[config.mk]
export PLATFORM = sky130hd
export DESIGN_NAME = debug_apb_regbank
export DESIGN_NICKNAME = d
export VERILOG_FILES = /design/src/rtl/debug_apb_regbank_pkg.sv /design/src/rtl/debug_apb_wait_ctrl.sv /design/src/rtl/debug_apb_regbank.sv
export SDC_FILE = /design/constraint.sdc
export NUM_CORES = 1
export LEC_CHECK = 0
export ABC_CLOCK_PERIOD_IN_PS = 2500
export CORE_ASPECT_RATIO = 1.25
export CORE_MARGIN = 2
export CORE_UTILIZATION = 30
export DETAILED_ROUTE_END_ITERATION = 16
export GPL_ROUTABILITY_DRIVEN = 0
export HOLD_SLACK_MARGIN = 0.06
export RECOVER_POWER = 100
export SLEW_MARGIN = 10
export SYNTH_ARGS = -nofsm -noshare
export SYNTH_HDL_FRONTEND = slang
export SYNTH_HIERARCHICAL = 1
export SYNTH_SLANG_ARGS = --single-unit
[constraint.sdc]
create_clock -name clk -period 2.5 [get_ports clk]
set_clock_uncertainty 0.15 [all_clocks]
set_input_delay 0.5 -clock clk [delete_from_list [all_inputs] [get_ports clk]]
set_output_delay 0.5 -clock clk [all_outputs]
set_load 0.03 [all_outputs]
[src/rtl/debug_apb_regbank_pkg.sv]
// Shared definitions for the APB debug register bank: transfer phase
// encodings, wait-counter width and the location of the read-only
// write-counter word.
// Optional feature macro: DEBUG_APB_PSTRB_EN (APB4 byte strobes).
package debug_apb_regbank_pkg;

  // Phase of the current APB transfer as seen by the slave
  typedef enum logic [1:0] {
    ST_IDLE   = 2'd0,
    ST_SETUP  = 2'd1,
    ST_ACCESS = 2'd2
  } apb_state_e;

  // Enough for WAIT_STATES up to 7
  localparam int unsigned WCNT_W = 3;

  // The write-counter word sits directly after the last RW register
  function automatic logic [31:0] wrcnt_offset(input int unsigned num_regs);
    return 32'(4 * num_regs);
  endfunction

endpackage

[src/rtl/debug_apb_wait_ctrl.sv]
// APB transfer sequencer: recognises the setup phase, inserts WAIT_STATES
// access cycles with pready low, and produces the write commit strobe.
// Optional feature macro: DEBUG_APB_PSTRB_EN (not used in this file).
module debug_apb_wait_ctrl
  import debug_apb_regbank_pkg::*;
#(
  parameter int unsigned WAIT_STATES = 0
) (
  input  logic clk_i,
  input  logic rst_ni,
  input  logic psel_i,
  input  logic penable_i,
  input  logic pwrite_i,
  input  logic err_i,
  output logic setup_o,
  output logic pready_o,
  output logic commit_o
);

  localparam logic [WCNT_W-1:0] WS = WCNT_W'(WAIT_STATES);

  apb_state_e        state_q, state_d;
  apb_state_e        phase;
  logic [WCNT_W-1:0] wcnt_q, wcnt_d;

  // The setup cycle is recognised combinationally so ACCESS starts on the
  // very next edge and a zero-wait transfer takes exactly two cycles.
  assign phase = (state_q == ST_ACCESS) ? ST_ACCESS :
                 ((psel_i && !penable_i) ? ST_SETUP : ST_IDLE);

  // State register and wait counter; reset abandons any transfer in flight
  always_ff @(posedge clk_i or negedge rst_ni) begin
    if (!rst_ni) begin
      state_q <= ST_IDLE;
      wcnt_q  <= '0;
    end else begin
      state_q <= state_d;
      wcnt_q  <= wcnt_d;
    end
  end

  // Next-state: SETUP always enters ACCESS; ACCESS counts waits, then ends
  always_comb begin
    state_d = state_q;
    wcnt_d  = wcnt_q;
    unique case (phase)
      ST_SETUP: begin
        state_d = ST_ACCESS;
        wcnt_d  = '0;
      end
      ST_ACCESS: begin
        if (!(psel_i && penable_i)) begin
          state_d = ST_IDLE;
        end else if (wcnt_q == WS) begin
          state_d = ST_IDLE;
        end else begin
          wcnt_d = wcnt_q + WCNT_W'(1);
        end
      end
      default: state_d = ST_IDLE;
    endcase
  end

  // Outputs: completion and a commit strobe only for error-free writes
  always_comb begin
    setup_o  = (phase == ST_SETUP);
    pready_o = (state_q == ST_ACCESS) && (wcnt_q == WS);
    commit_o = pready_o && psel_i && penable_i && pwrite_i && !err_i;
  end

endmodule

[src/rtl/debug_apb_regbank.sv]
// APB debug register bank: NUM_REGS read/write debug words plus one
// read-only saturating write counter, decoded strictly at BASE_ADDR.
// Optional feature macro: DEBUG_APB_PSTRB_EN adds the pstrb byte-strobe port.
module debug_apb_regbank
  import debug_apb_regbank_pkg::*;
#(
  parameter logic [31:0] BASE_ADDR   = 32'h40010000,
  parameter int unsigned NUM_REGS    = 4,
  parameter int unsigned DATA_W      = 32,
  parameter int unsigned WAIT_STATES = 0,
  parameter int unsigned CNT_W       = 16
) (
  input  logic                         clk,
  input  logic                         rst_n,
  input  logic                         psel,
  input  logic                         penable,
  input  logic                         pwrite,
  input  logic [31:0]                  paddr,
  input  logic [31:0]                  pwdata,
`ifdef DEBUG_APB_PSTRB_EN
  input  logic [3:0]                   pstrb,
`endif
  output logic [31:0]                  prdata,
  output logic                         pready,
  output logic                         pslverr,
  output logic [NUM_REGS*DATA_W-1:0]   debug_out,
  output logic [NUM_REGS-1:0]          debug_wr_pulse
);

  localparam int unsigned IDX_W   = (NUM_REGS > 1) ? $clog2(NUM_REGS) : 1;
  localparam logic [31:0] CNT_OFF = wrcnt_offset(NUM_REGS);
  localparam logic [CNT_W-1:0] CNT_MAX = '1;

  logic [DATA_W-1:0] regs_q [NUM_REGS];
  logic [CNT_W-1:0]  cnt_q;
  logic [NUM_REGS-1:0] pulse_q;
  logic [IDX_W-1:0]  idx_q;
  logic              err_q;
  logic [31:0]       rdata_q;

  logic [31:0]       off;
  logic              legal, is_cnt, err_d;
  logic [IDX_W-1:0]  idx_d;
  logic [31:0]       rdata_d;
  logic              setup, commit, do_wr;
  logic [DATA_W-1:0] wmask, wdata_d;

  assign off    = paddr - BASE_ADDR;
  assign legal  = (paddr[1:0] == 2'b00) && (off <= CNT_OFF);
  assign is_cnt = (off == CNT_OFF);
  assign idx_d  = off[IDX_W+1:2];
  assign err_d  = !legal || (pwrite && is_cnt);

  // Read word for the address presented in the setup phase
  always_comb begin
    rdata_d = '0;
    if (!err_d) begin
      if (is_cnt) rdata_d = 32'(cnt_q);
      else        rdata_d = 32'(regs_q[idx_d]);
    end
  end

  debug_apb_wait_ctrl #(
    .WAIT_STATES(WAIT_STATES)
  ) u_wait_ctrl (
    .clk_i    (clk),
    .rst_ni   (rst_n),
    .psel_i   (psel),
    .penable_i(penable),
    .pwrite_i (pwrite),
    .err_i    (err_q),
    .setup_o  (setup),
    .pready_o (pready),
    .commit_o (commit)
  );

`ifdef DEBUG_APB_PSTRB_EN
  // Byte lanes beyond DATA_W are ignored; an all-zero strobe writes nothing
  always_comb begin
    wmask = '0;
    for (int b = 0; b < int'(DATA_W / 8); b++) begin
      wmask[b*8 +: 8] = {8{pstrb[b]}};
    end
  end
  assign do_wr = commit && (pstrb != 4'b0000);
`else
  assign wmask = '1;
  assign do_wr = commit;
`endif

  assign wdata_d = (regs_q[idx_q] & ~wmask) | (pwdata[DATA_W-1:0] & wmask);

  // Latch decode result and read data at the end of the setup phase
  always_ff @(posedge clk or negedge rst_n) begin
    if (!rst_n) begin
      idx_q   <= '0;
      err_q   <= 1'b0;
      rdata_q <= '0;
    end else if (setup) begin
      idx_q   <= idx_d;
      err_q   <= err_d;
      rdata_q <= rdata_d;
    end
  end

  // Register array update on an accepted write
  always_ff @(posedge clk or negedge rst_n) begin
    if (!rst_n) begin
      for (int i = 0; i < int'(NUM_REGS); i++) regs_q[i] <= '0;
    end else if (do_wr) begin
      regs_q[idx_q] <= wdata_d;
    end
  end

  // One-cycle write pulse and saturating write counter
  always_ff @(posedge clk or negedge rst_n) begin
    if (!rst_n) begin
      pulse_q <= '0;
      cnt_q   <= '0;
    end else begin
      pulse_q <= '0;
      if (do_wr) begin
        pulse_q[idx_q] <= 1'b1;
        if (cnt_q != CNT_MAX) cnt_q <= cnt_q + CNT_W'(1);
      end
    end
  end

  for (genvar i = 0; i < int'(NUM_REGS); i++) begin : g_dbg
    assign debug_out[i*DATA_W +: DATA_W] = regs_q[i];
  end

  assign debug_wr_pulse = pulse_q;
  assign prdata         = pready ? rdata_q : 32'h0;
  assign pslverr        = pready && err_q;

endmodule

==> summary.md <==
| Metric | Value |
|---|---|
| RSZ-0062 raised after global routing | yes |
| Inst Count DP | between 1000 and 1500 |
| Clock Tree Buf Depth | 2 |
| Achievable frequency | 402 MHz |
| Power Total | 6.50 mW |
| Measured slew at the worst slew-check pin | approximately 1.5 ns |
| Routed WL per cell | 19.8 um |
| Synth Flop Type | dfrtp_1 |
| Layout cells sized above 1 | 30.7% |
| Max-cap check violation count | 0 |
| Clock root buffer master | clkbuf_16 |
| Post-synth EDFFs | 0 |
| HP Class | flip-flop to flip-flop |
| Slew headroom | 0.237% |
| Chip height | slightly below 200 um |
| PwrDens | 509 nW/um^2 |
| Reg clk slew, reported paths | 0.07 ns |
| Yosys reg bits | 187 |
| Vias in the first global route | 7142 |
| Syn Area/Cell | 11.9 um^2 |
| I/O pin cnt | 235 |
| CTS Buf Count | 17 |
| CP arrival | 2.66 ns |
| H-tree depth | 4 |
| Fin. max-slew vios | 0 |
| Layout Cells excl Fill | ~1400 |
| Crit-path max FO | 19 |
| Max IR drop VDD | 0.000435 V |
| Dpl ws | -0.247 ns |
| Residual DRC | 0 |
| Drt via density | just under 5 |
| Antenna Violating Nets Remaining | 0 |
| First-pass GRT wire length | 42600 um |
| GRT overflow | 0 |
| Row Count | 69 |
| Worst EP required | 2.68 ns |
| Final HPWL DP | 18500 um |
| Setup TNS | 0 ns |
| Post-synth cell types | 51 |
| Total track usage | 18.4% |
| Largest net degree at the start of global routing | 64 |
| 1st-pass router iterations | 4 |
| N_diodes | 0 |
| Final period utilization | approximately 100% |
| Placeable Area | 28300 um^2 |
| DRT iter0 DRCs | 334 |
| P_leak | 5.94 nW |
| Clk Latency, worst-skew pair | about 0.44 ns |
| CP Capture Type | flip-flop |
| Initial antenna violation count | 0 |
| Nets@finish | 1063 |
| Starting Density | 30.4% |
| Die area | 30100 um^2 |
| Critical setup path kind | flip-flop to flip-flop |
| Fin. Hold Viols | 0 |
| Die width | 156 um |
| Commonest non-fill, non-tap cells in the layout | 203 x nand2_1, 197 x clkdlybuf4s50_1, 187 x dfrtp_1 |
| Synth-to-layout area growth | 48.2% |
| I/O Buffers | roughly 230 |
| Cells after Synth | 721 |
| Finish-stage setup viols | 0 |
| Post-Syn Area | 8610 um^2 |
| Crit start category | flip-flop |
| Outcome | finished clean |
| Most common cell after layout, fill and taps aside | nand2_1 |
| Number of fill cells in the layout | around 2600 |
| Sequential area share after synthesis | 54.4% |
| CTS sink cnt | 187 |
| Placed cell area | 11800 um^2 |
| Finished Core Util | 45.0% |
| Total number of vias | between 6000 and 7000 |
| CTS tree | built |
| Post-route cell area | roughly 13000 um^2 |
| Final worst setup slack | approximately 0.012 ns |
| Minimum clock period | 2.49 ns |
| WL final | around 27000 um |
| Asr flop ratio synth | 100% |
| Ys Warns | 6 |
| Fin Hold WS | 0.343 ns |
| Syn Nets | approximately 790 |
timing repair:
item,4_1_cts,5_1_grt
gates cloned,2,0
pin swaps,0,1
setup endpoints to repair,70,79
hold endpoints to repair,59,0
setup buffers,5,0
gates resized for setup,68,33
hold buffers,1,0
sequential cells by signal, indices dropped and copies added, names as in the netlist:
name,count
u_wait_ctrl/state_q,1
rdata_q,32
idx_q,2
debug_out,128
err_q,1
u_wait_ctrl/wcnt_q,3
debug_wr_pulse,4
cnt_q,16
power breakdown:
part	internal (mW)	switching, mW
logic	0.318	0.336
registers	3.08	0.0566
clock network	1.41	1.30
total	4.80	1.69
final cells by class:
| class | instances | area (um^2) | share of cell area [%] |
|---|---|---|---|
| clock buffers | 17 | 425 | 3.33 |
| multi-input cells | 473 | 3890 | 30.5 |
| repair buffers | 289 | 3060 | 24.0 |
| well taps | 355 | 444 | 3.48 |
| clock inverters | 15 | 161 | 1.27 |
| flip-flops and latches | 187 | 4680 | 36.7 |
| inverters | 23 | 93.8 | 0.736 |
cells in the mapped netlist (all sizes together), types with 2 or more instances:
cell	n	share of area, %
nand2	204	8.9
dfrtp	187	54
mux2	85	11
and2	35	2.5
mux4	32	8.4
clkbuf	23	1.0
inv	23	1.0
a22o	18	1.8
o2bb2ai	16	2.4
buf	15	1.1
nor2	12	0.52
xor2	11	1.1
nand3	7	0.41
nand4	6	0.51
nor4	6	0.86
nor4b	5	0.58
a211oi	4	0.35
nor3	4	0.29
ha	3	0.44
a21oi	2	0.12
and3	2	0.16
nand2b	2	0.15
nand3b	2	0.17
nor2b	2	0.17
critical path, cell delays in order, from the launching register on:
cell and delay, ns:
dfrtp_1 0.39, inv_2 0.08, ha_4 0.13, nor2b_4 0.16
nand2_4 0.09, nor4b_4 0.29, buf_4 0.19, nor3b_4 0.30
buf_12 0.23, mux2_2 0.35
path summary, 6_finish.rpt:
path	startpoint	end	slack [ns]	cells past startpoint
worst min register to register	rdata_q[31]	rdata_q[31]	0.34	1
worst min-delay path	rdata_q[31]	rdata_q[31]	0.34	1
max in group asynchronous	rst_n	debug_out[72]	0.29	3
min in group asynchronous	rst_n	debug_out[122]	0.85	2
worst max-delay path	u_wait_ctrl/wcnt_q[1]	debug_out[15]	0.01	9
worst max register to register	u_wait_ctrl/wcnt_q[1]	debug_out[15]	0.01	9
logic make-up (layout without fill, tap and decap cells):
logic type / Yosys count / count (layout) / synth area share, %
xor+xnor: 11 / 11 / 1.12
fa+ha+maj: 3 / 3 / 0.436
buf+inv: 61 / 344 / 3.10
flops: 187 / 187 / 54.4
mux: 118 / 118 / 19.6
simple gates: 293 / 293 / 16.0
compound gates: 48 / 48 / 5.42
per-layer routing:
layer | global-route usage [%] | wire length, um | vias up
li1 | - | - | 3035
met1 | 23.1 | 11100 | 3411
met2 | 31.0 | 13800 | 202
met3 | 3.92 | 1380 | 40
met4 | 6.66 | 707 | 0
met5 | 0 | 0 | -
(Power assumes the default switching activity.)
